File: src/rtl/buf_pkg.sv
// Shared types for the 8-entry byte buffer and its downstream drain framer.
package buf_pkg;
    localparam int DATA_W    = 8;
    localparam int BUF_DEPTH = 8;

    typedef logic [DATA_W-1:0] byte_t;

    typedef struct packed {
        byte_t data;
        logic  last;
        logic  valid;
    } slot_t;
endpackage

File: src/rtl/drain_out_slice.sv
// Output register of the drain framer: holds one byte on a valid/ready stream.
module drain_out_slice
    import buf_pkg::*;
(
    input  logic  clk_i,
    input  logic  rst_i,
    input  logic  load_i,
    input  byte_t data_i,
    input  logic  last_i,
    input  logic  ready_i,
    output logic  free_o,
    output slot_t slot_o,
    output logic  frame_done_o
);
    slot_t slot_q, slot_d;
    logic  done_q;

    // A byte transfers when valid && ready; data/last hold while valid && !ready,
    // and a load may land in the same cycle as the accept.
    assign free_o = !slot_q.valid || ready_i;

    always_comb begin
        slot_d = slot_q;
        if (load_i) begin
            slot_d.data  = data_i;
            slot_d.last  = last_i;
            slot_d.valid = 1'b1;
        end else if (ready_i) begin
            slot_d.valid = 1'b0;
        end
    end

    always_ff @(posedge clk_i) begin
        if (rst_i) begin
            slot_q <= '0;
            done_q <= 1'b0;
        end else begin
            slot_q <= slot_d;
            done_q <= slot_q.valid && ready_i && slot_q.last;
        end
    end

    assign slot_o       = slot_q;
    assign frame_done_o = done_q;
endmodule

File: src/rtl/buffer_drain_framer.sv
// Pops bytes from the buffer and frames them, with a one-byte lookahead so an
// idle timeout can still mark the final byte of a short frame as last.
module buffer_drain_framer #(
    parameter int DATA_W  = buf_pkg::DATA_W,
    parameter int LEN_W   = 4,
    parameter int TIMEOUT = 16,
    parameter int TMR_W   = 5
) (
    input  logic              Clk,
    input  logic              Rst,
    input  logic              EN,
    input  logic [LEN_W-1:0]  frame_len,
    input  logic              buf_empty,
    input  logic [DATA_W-1:0] buf_data,
    output logic              buf_rd,
    output logic              buf_wr_inhibit,
    output logic [DATA_W-1:0] m_data,
    output logic              m_valid,
    output logic              m_last,
    input  logic              m_ready,
    output logic              frame_done
);
    localparam logic [TMR_W-1:0] TMR_END = TMR_W'(TIMEOUT - 1);

    logic              inflight_q;
    logic [DATA_W-1:0] stg_q, stg_d;
    logic              stg_v_q, stg_v_d;
    logic [LEN_W-1:0]  idx_q, idx_d;
    logic [LEN_W-1:0]  len_m1_q, len_m1_d;
    logic [TMR_W-1:0]  tmr_q, tmr_d;

    logic              out_free, out_load, out_last;
    logic              idle, issue, known_last, tmo_hit;
    buf_pkg::slot_t    out_slot;

    assign idle       = buf_empty || !EN;
    assign issue      = EN && !buf_empty && !inflight_q && (!stg_v_q || out_free);
    assign known_last = stg_v_q && (idx_q == len_m1_q);
    assign tmo_hit    = stg_v_q && idle && (tmr_q == TMR_END);

    always_comb begin
        stg_d    = stg_q;
        stg_v_d  = stg_v_q;
        idx_d    = idx_q;
        len_m1_d = len_m1_q;
        tmr_d    = tmr_q;
        out_load = 1'b0;
        out_last = 1'b0;
        if (inflight_q) begin
            // Capture: the lookahead byte proves the staged one is not last.
            tmr_d   = '0;
            stg_d   = buf_data;
            stg_v_d = 1'b1;
            if (stg_v_q) begin
                out_load = 1'b1;
                idx_d    = idx_q + LEN_W'(1);
            end else if (idx_q == '0) begin
                len_m1_d = frame_len - LEN_W'(1);
            end
        end else if ((known_last || tmo_hit) && out_free) begin
            out_load = 1'b1;
            out_last = 1'b1;
            stg_v_d  = 1'b0;
            idx_d    = '0;
            tmr_d    = '0;
        end else if (stg_v_q && idle && (tmr_q != TMR_END)) begin
            tmr_d = tmr_q + TMR_W'(1);
        end
    end

    always_ff @(posedge Clk) begin
        if (Rst) begin
            inflight_q <= 1'b0;
            stg_q      <= '0;
            stg_v_q    <= 1'b0;
            idx_q      <= '0;
            len_m1_q   <= '1;
            tmr_q      <= '0;
        end else begin
            inflight_q <= issue;
            stg_q      <= stg_d;
            stg_v_q    <= stg_v_d;
            idx_q      <= idx_d;
            len_m1_q   <= len_m1_d;
            tmr_q      <= tmr_d;
        end
    end

    drain_out_slice u_out (
        .clk_i        (Clk),
        .rst_i        (Rst),
        .load_i       (out_load),
        .data_i       (stg_q),
        .last_i       (out_last),
        .ready_i      (m_ready),
        .free_o       (out_free),
        .slot_o       (out_slot),
        .frame_done_o (frame_done)
    );

    assign buf_rd         = inflight_q;
    assign buf_wr_inhibit = inflight_q;
    assign m_data         = out_slot.data;
    assign m_last         = out_slot.last;
    assign m_valid        = out_slot.valid;
endmodule

File: config.mk
export PLATFORM = sky130hd
export DESIGN_NAME = buffer_drain_framer
export DESIGN_NICKNAME = d
export VERILOG_FILES = /design/src/rtl/buf_pkg.sv /design/src/rtl/drain_out_slice.sv /design/src/rtl/buffer_drain_framer.sv
export SDC_FILE = /design/constraint.sdc
export NUM_CORES = 1
export LEC_CHECK = 0
export CAP_MARGIN = 20
export CELL_PAD_IN_SITES_DETAIL_PLACEMENT = 0
export CELL_PAD_IN_SITES_GLOBAL_PLACEMENT = 2
export CORE_MARGIN = 4
export CORE_UTILIZATION = 31
export CTS_CLUSTER_SIZE = 24
export DETAILED_ROUTE_END_ITERATION = 16
export PLACE_DENSITY_LB_ADDON = 0.1
export SETUP_SLACK_MARGIN = 0.02
export SLEW_MARGIN = 40
export SYNTH_ARGS = -nofsm -noshare
export SYNTH_HDL_FRONTEND = slang
export SYNTH_SLANG_ARGS = --single-unit
File: constraint.sdc
create_clock -name Clk -period 2.2 [get_ports Clk]
set_input_delay 0.33 -clock Clk [delete_from_list [all_inputs] [get_ports Clk]]
set_output_delay 0.33 -clock Clk [all_outputs]
set_load 0.005 [all_outputs]
Yosys cells after proc, flatten, opt, wreduce, memory -nomap -nowiden
Index checks and enable logic that the tools add are counted.
- flip-flop bits (word level): 34
- input port bits: 17
- word-level logic and storage cells: 54
- add/subtract/negate cells: 3
- equal/unequal tests: 4
- multiplexer cells: 11
- bitwise logic cells: 1
- reduce and logical (&&, ||, !) cells: 25
- operator list (cell ; number):
    two-way mux 4 bit ; 3
    logical AND 1 bit ; 10
    two-way mux 1 bit ; 8
    adder 5 x 1 -> 5 bit, second input constant ; 1
    == test 5 x 4 -> 1 bit, second input constant ; 1
    zero test 1 bit ; 5
    != test 5 x 4 -> 1 bit, second input constant ; 1
    adder 4 x 1 -> 4 bit, second input constant ; 1
    == test 4 bit ; 1
    zero test 4 bit ; 1
    logical OR 1 bit ; 4
    nonzero test 2 bit ; 2
    subtractor 4 x 1 -> 4 bit, second input constant ; 1
    AND reduction 3 bit ; 1
    OR reduction 3 bit ; 1
    != test 2 x 1 -> 1 bit, second input constant ; 1
    AND reduction 2 bit ; 1
    NOT 1 bit ; 1

Longest topological paths before layout
Gate-level depths: netlist (run 1).
- depth in word-level cells: 9
- mapped depth: 8

Cells and area by module
From an unflattened synthesis (run 1), not the netlist that was laid out.
- cell total of the unflattened synthesis: 153
- area total of the unflattened synthesis: 1536.5 um^2
- by module, submodules not included (module ; instances ; cells each ; area an instance (um^2)):
    buffer_drain_framer ; 1 ; 118 ; 1151.1
    drain_out_slice ; 1 ; 35 ; 385.4

Worst setup path before layout (run 1)
No wires, ideal clock.
- path kind: flip-flop to flip-flop
- start point: register tmr_q[0]
- end point: register tmr_q[3]
- arrival time: 1.567 ns
- data required time: 2.074 ns
- path slack: 0.507 ns
- stages on the path, launching flop included: 9
- path buffers: 1
- cell sequence: dfxtp_1 ha_1 and3_1 ha_1 and3b_1 clkbuf_1 nand4_1 xor2_1 nor2_1
- longest elaborated chain between the ends: 5
- elaborated cells on any way between the ends: 8
- classes of those cells: add/sub: 1; eq/ne: 2; reduce/logical: 5
- ends and longest elaborated chain (what ; line ; text):
    start, declared ; buffer_drain_framer.sv:30 ; logic [TMR_W-1:0] tmr_q, tmr_d;
    start signal, assigned ; buffer_drain_framer.sv:85 ; tmr_q <= tmr_d;
    == test 5 x 4 -> 1 bit ; buffer_drain_framer.sv:39 ; assign tmo_hit = stg_v_q && idle && (tmr_q == TMR_END);
    logical AND 1 bit ; buffer_drain_framer.sv:39 ;
    logical OR 1 bit ; buffer_drain_framer.sv:60 ; end else if ((known_last || tmo_hit) && out_free) begin
    logical AND 1 bit ; buffer_drain_framer.sv:60 ;
    OR reduction 3 bit (no source line) ; -- ;
Several ways; a longest one is shown, not always the timed one.
A chain may end at the register's enable or synchronous reset.

Final worst setup path (run 1)
- start point: register tmr_q[0]
- end point: register u_out.slot_q, in the netlist u_out.slot_o[1]
- longest elaborated chain between the ends: 6
- elaborated cells on any way between the ends: 7
- classes of those cells: eq/ne: 1; mux: 3; reduce/logical: 3
- ends and longest elaborated chain (what ; line ; text):
    == test 5 x 4 -> 1 bit * ; buffer_drain_framer.sv:39 ;
    logical AND 1 bit * ; buffer_drain_framer.sv:39 ;
    logical OR 1 bit * ; buffer_drain_framer.sv:60 ;
    logical AND 1 bit * ; buffer_drain_framer.sv:60 ;
    two-way mux 1 bit * ; buffer_drain_framer.sv:60 ;
    two-way mux 1 bit ; buffer_drain_framer.sv:49 ; if (inflight_q) begin
    end signal, assigned ; drain_out_slice.sv:38 ; slot_q <= slot_d;
    end, declared ; drain_out_slice.sv:15 ; slot_t slot_q, slot_d;
Mark *: on every way between the ends. The rest lies on a longest branch, timed or not.

==> flow_summary.json, run 1 <==
{
  "status": "finished clean",
  "register_area_sq_um": 680.7,
  "clkTransAtPathRegs_ps": 70,
  "antenna_found_initial": 0,
  "tightest_slew_ps": 460.0,
  "grt-ovfl-total": 0,
  "post_cts_buffers": 0,
  "p_leak_nw": 0.7528,
  "postSynth.asyncResetShare": 0,
  "synth_seq_cells": 34,
  "place_congestion": 0.7058,
  "start_kind": "flop",
  "synth_cell_type_count": 33,
  "max_cap_violations": 0,
  "syn_area_sq_mm": 0.001516,
  "numPortBuffers": 29,
  "post_dp_cell_area_sq_mm": 0.001861,
  "hold_class": "flop to flop",
  "wirelength_microns": 2994,
  "initial_core_util": 0.3211,
  "rows": 25,
  "setup-violations-final": 0,
  "vias_per_cell": 4.494,
  "hold_buffers": 0,
  "finalCriticalPeriod_ps": 1811,
  "cts_tree": "built",
  "cp_data_required_time_ps": 2370,
  "ios": 30,
  "syn-instance-count": 158,
  "slew_violations": 0,
  "first_pass_iters": 4,
  "hpwlAfterDp_microns": 2174,
  "max_stage_delay_ps": 330,
  "drc": 0,
  "initialDrtViolationCount": 52,
  "postLayoutCoreUtil": 0.4132,
  "clockBufferDepth": 2,
  "postRouteAntennaNets": 0,
  "drive_gt1_frac": 0.06915,
  "dieArea_sq_mm": 0.006075,
  "pwr_density_cell_mw_per_mm2": 613.4,
  "htreeDepth": 2,
  "finalHoldViolations": 0,
  "grt_pass1_wl_microns": 5099,
  "root_buffer": "clkbuf_8",
  "cp_max_fo": 4,
  "final_cell_area_sq_mm": 0.001952,
  "cts_buffers": 5,
  "cp.buffers_inverters": 0,
  "worst-path-stages": 7,
  "nFillCells": 474,
  "cts-resized-gates": 0,
  "final_cell_mix": "dfxtp_1 (34), clkdlybuf4s50_1 (29), nor2_1 (21)",
  "slowest_stage": "dfxtp_1",
  "grt_usage": 0.1044,
  "wl_met1_microns": 1321,
  "yosysSeqAreaShare": 0.4488,
  "avgSynthCellArea_sq_um": 9.598,
  "syn_nets": 180,
  "grt_max_degree": 40,
  "multi_input_area_sq_um": 764.5,
  "arrival_ps": 1980,
  "wl_met3_microns": 140,
  "synthFlopType": "dfxtp_1",
  "reg2reg_depth": 7,
  "clock_skew_ps": 2.908,
  "die_h_microns": 77.94,
  "vias": 1146,
  "timing.setup.tns_ps": 0,
  "die_w_microns": 77.94,
  "rsz0062_at_grt": "no",
  "cp-end-kind": "flop",
  "antenna_cells": 0,
  "top_layer_used": "met4",
  "critPathKind": "flop to flop",
  "cp_top_family": "simple AND/OR/NAND/NOR gates",
  "whs_path_depth": 2,
  "grt_pass1_vias": 1164,
  "core_area_sq_mm": 0.004723,
  "synth_edf_count": 0,
  "wl_per_cell_microns": 11.74,
  "vdd_drop_max_v": 0.0002985,
  "area_growth_pct": 28.71,
  "num-nets-final": 209,
  "ys.warnings.count": 0,
  "max_freq_mhz": 552.1,
  "clk_latency_ps": 270,
  "path_cells": "ha_1 -> and3_1 -> ha_1 -> and3_1 -> a41oi_1 -> nor3_1 -> o21ba_2",
  "timing.final.crit_share": 0.8233,
  "max_slew_margin": 0.6910,
  "final_common_cell": "dfxtp_1",
  "numClockSinks": 34,
  "wl_met2_microns": 1517
}
[cell type report]
| class | instances | area share |
|---|---|---|
| Tap cell | 67 | 0.04295 |
| Sequential cell | 34 | 0.3487 |
| Clock inverter | 1 | 0.002564 |
| Timing Repair Buffer | 32 | 0.1603 |
| Clock buffer | 7 | 0.04423 |
| Inverter | 5 | 0.009615 |
| Multi-Input combinational cell | 109 | 0.3917 |
[cell families (layout without fill, tap and decap cells)]
logic type      count (synthesis)  after routing  synth area share
simple gates                   62             62            0.2129
compound gates                 14             14           0.07426
flops                          34             34            0.4488
mux                            17             17            0.1122
fa+ha+maj                       5              5           0.04125
xor+xnor                       11             11           0.06353
buf+inv                        15             45           0.04703
[cell usage after synthesis (2+ instances only)]
cell,number,area (sq um)
nor3_1,6,30.03
inv_1,5,18.77
nand3_1,3,15.01
clkbuf_1,5,18.77
nand2b_1,18,112.6
buf_2,3,15.01
nand2_1,4,15.01
a211o_1,4,35.03
xor2_1,5,43.79
xnor2_1,6,52.55
nand4_1,2,12.51
and3_1,2,12.51
dfxtp_1,34,680.7
a21oi_1,2,10.01
nor2_1,21,78.83
ha_1,5,62.56
mux2i_1,17,170.2
[flip-flops by register name (all words and copies together), names as in the netlist]
signal and cells:
buf_rd 1, idx_q 4, len_m1_q 4, stg_q 8
stg_v_q 1, tmr_q 5, u_out.frame_done_o 1, u_out.slot_o 10
[power breakdown]
group	switching, mW	internal, mW	total [mW]	leakage [nW]
Clock	0.209	0.252	0.461	0.0482
Sequential	0.0113	0.629	0.640	0.275
Combinational	0.0391	0.0570	0.0961	0.429
Total	0.259	0.938	1.20	0.753
[per-stage QoR]
| stage | hold slack, ps | std cells | power (mW) | setup WS, ps |
|---|---|---|---|---|
| after CTS | 482.3 | 255 | 1.219 | 375.0 |
| after global placement | 455.6 | 247 | 0.7493 | 383.0 |
| final | 476.4 | 255 | 1.197 | 388.6 |
| after global routing | 493.6 | 255 | 1.261 | 252.3 |
| after floorplan | 448.1 | 158 | 0.7067 | 506.6 |
| after detailed placement | 469.2 | 247 | 0.7515 | 367.7 |
[worst register-to-register path, stage by stage (launching register included)]
cell and delay (ps):
dfxtp_1 330, ha_1 220, and3_1 180, ha_1 180
and3_1 170, a41oi_1 250, nor3_1 150, o21ba_2 230
[routing by layer]
layer	vias to the layer above	global-route usage
li1	588	-
met1	541	0.1125
met2	15	0.1849
met3	2	0.04524
met4	0	0.02972
met5	-	0
[worst paths after layout]
check                                startpoint  slack [ps]               to
worst min-delay path            u_out.slot_o[9]         480  u_out.slot_o[9]
worst max register to register         tmr_q[0]         390  u_out.slot_o[1]
worst min register to register  u_out.slot_o[9]         480  u_out.slot_o[9]
worst max-delay path                   tmr_q[0]         390  u_out.slot_o[1]
(Power assumes the default switching activity.)
==> run 2, diff against run 1 <==
==> constraint.sdc (replaced) <==
create_clock -name Clk -period 1.7 [get_ports Clk]
set_input_delay 0.255 -clock Clk [delete_from_list [all_inputs] [get_ports Clk]]
set_output_delay 0.255 -clock Clk [all_outputs]
set_load 0.005 [all_outputs]
==> flow_summary.json, run 2 (synthesis gave the netlist of run 1 again) <==
{
  "status": "finished clean",
  "finalHoldViolations": 0,
  "hold-worst-slack_ps": 473.0,
  "die_w_microns": 77.94,
  "critPathKind": "flop to flop",
  "cp_max_fo": 5,
  "root_buffer": "clkbuf_8",
  "rsz0062_at_grt": "yes",
  "cp_data_required_time_ps": 1900,
  "cp-end-kind": "flop",
  "finalCriticalPeriod_ps": 1676,
  "post_dp_cell_area_sq_mm": 0.001916,
  "rows": 25,
  "clk_latency_ps": 280,
  "max_slew_margin": 0.7431,
  "grt_pass1_vias": 1216,
  "clockBufferDepth": 2,
  "initialDrtViolationCount": 75,
  "cts_buffers": 5,
  "ios": 30,
  "p_leak_nw": 0.8123,
  "max_stage_delay_ps": 330,
  "start_kind": "flop",
  "antenna_cells": 0,
  "slew_violations": 0,
  "vias": 1189,
  "wl_met3_microns": 126,
  "final_cell_area_sq_mm": 0.002120,
  "grt-ovfl-total": 0,
  "numPortBuffers": 29,
  "timing.final.crit_share": 0.9857,
  "slowest_stage": "dfxtp_2",
  "first_pass_iters": 6,
  "core_area_sq_mm": 0.004723,
  "final_common_cell": "dfxtp_1",
  "drive_gt1_frac": 0.1823,
  "timing.setup.tns_ps": 0,
  "postRouteAntennaNets": 0,
  "intPower_mw": 1.209,
  "vias_per_cell": 4.591,
  "pwr-share-clk": 0.370,
  "dieArea_sq_mm": 0.006075,
  "p_switching_uw": 332.3,
  "grt_usage": 0.1171,
  "wl_per_cell_microns": 12.44,
  "largest_reg_flops": 10,
  "p_comb_frac": 0.093,
  "cts_tree": "built",
  "tightest_slew_ps": 384.8,
  "top_layer_used": "met4",
  "clock_skew_ps": 5.868,
  "area_growth_pct": 39.77,
  "hold_class": "flop to flop",
  "vdd_drop_max_v": 0.0003460,
  "wl_met2_microns": 1615,
  "grt_pass1_wl_microns": 5568,
  "pwr_density_cell_mw_per_mm2": 727.2,
  "grt_max_degree": 40,
  "place_congestion": 0.7201,
  "setup-violations-final": 0,
  "dp.cells": 251,
  "drc": 0,
  "nFillCells": 438,
  "wl_met1_microns": 1429,
  "hpwlAfterDp_microns": 2207,
  "arrival_ps": 1870,
  "wirelength_microns": 3223,
  "max_cap_violations": 0,
  "die_h_microns": 77.94,
  "antenna_found_initial": 0,
  "htreeDepth": 2,
  "numClockSinks": 34,
  "path_cells": "ha_4 -> and3_4 -> ha_4 -> and3_4 -> nand2_2 -> o311a_4 -> buf_8 -> mux2i_2",
  "p_seq_frac": 0.537,
  "num-nets-final": 215,
  "power_switching_share": 0.2156,
  "clkTransAtPathRegs_ps": 60,
  "final_cell_mix": "dfxtp_1 (31), clkdlybuf4s50_1 (29), nor2_1 (21)",
  "final-instance-count-excl-fill": 259,
  "max_freq_mhz": 596.8,
  "initial_core_util": 0.3211
}
run 2: cell count changes in the layout (fill, tap and decap cells not counted), sizes merged:
cell    previous run  this run
buf                3         9
clkbuf             7         6
clkinv             1         0
run 2: worst paths after layout:
| kind | to | slack [ps] | cells after the start | startpoint |
|---|---|---|---|---|
| min | u_out.slot_o[7] | 470 | 2 | u_out.slot_o[7] |
| max | u_out.slot_o[9] | 20 | 8 | tmr_q[0] |
| max reg2reg | u_out.slot_o[9] | 20 | 8 | tmr_q[0] |
| min reg2reg | u_out.slot_o[7] | 470 | 2 | u_out.slot_o[7] |
run 2: power groups by stage:
stage | clock network, mW | logic [mW] | registers (mW)
after floorplan | 0 | 0.0756 | 0.839
after global placement | 0 | 0.133 | 0.845
after detailed placement | 0 | 0.135 | 0.845
after CTS | 0.602 | 0.141 | 0.827
after global routing | 0.629 | 0.157 | 0.829
final | 0.571 | 0.143 | 0.828
run 2: area by class of cell:
| type | count | area (sq um) | area share |
|---|---|---|---|
| sequential | 34 | 686.9 | 0.3241 |
| clock buffer | 6 | 82.58 | 0.03896 |
| inverter | 5 | 18.77 | 0.008855 |
| multi-input combinational | 109 | 865.8 | 0.4085 |
| tap | 67 | 83.83 | 0.03955 |
| timing repair buffer | 38 | 381.6 | 0.1800 |
run 2: worst max-delay path: cells and delay by family (launching register included):
kind / cells / cell delay [ps]
AOI/OAI and AO/OA: 1 / 200
DFF: 1 / 330
buffers and inverters: 1 / 130
adders and majority gates: 2 / 300
muxes: 1 / 210
and+or+nand+nor: 3 / 420
run 2: per-layer routing:
layer,global-route usage,vias up
met5,0,-
met4,0.04720,0
met3,0.03712,6
met2,0.2021,20
met1,0.1332,563
li1,-,600
run 2: through the flow:
| stage | total power, mW | utilization | setup WS, ps |
|---|---|---|---|
| global route | 1.616 | 0.4487 | -39.22 |
| finish | 1.541 | 0.4487 | 24.33 |
| detailed placement | 0.9800 | 0.4056 | -84.20 |
| floorplan | 0.9148 | - | 27.23 |
| CTS | 1.570 | 0.4466 | -12.24 |
| global placement | 0.9776 | 0.4056 | -65.89 |
run 2: repair_timing:
action | in CTS | in global routing
setup endpoints to repair | 18 | 18
gates resized for setup | 14 | 11
hold buffers | 0 | 0
buffers inserted | 3 | 0
pin swaps | 3 | 3
gates cloned | 1 | 0
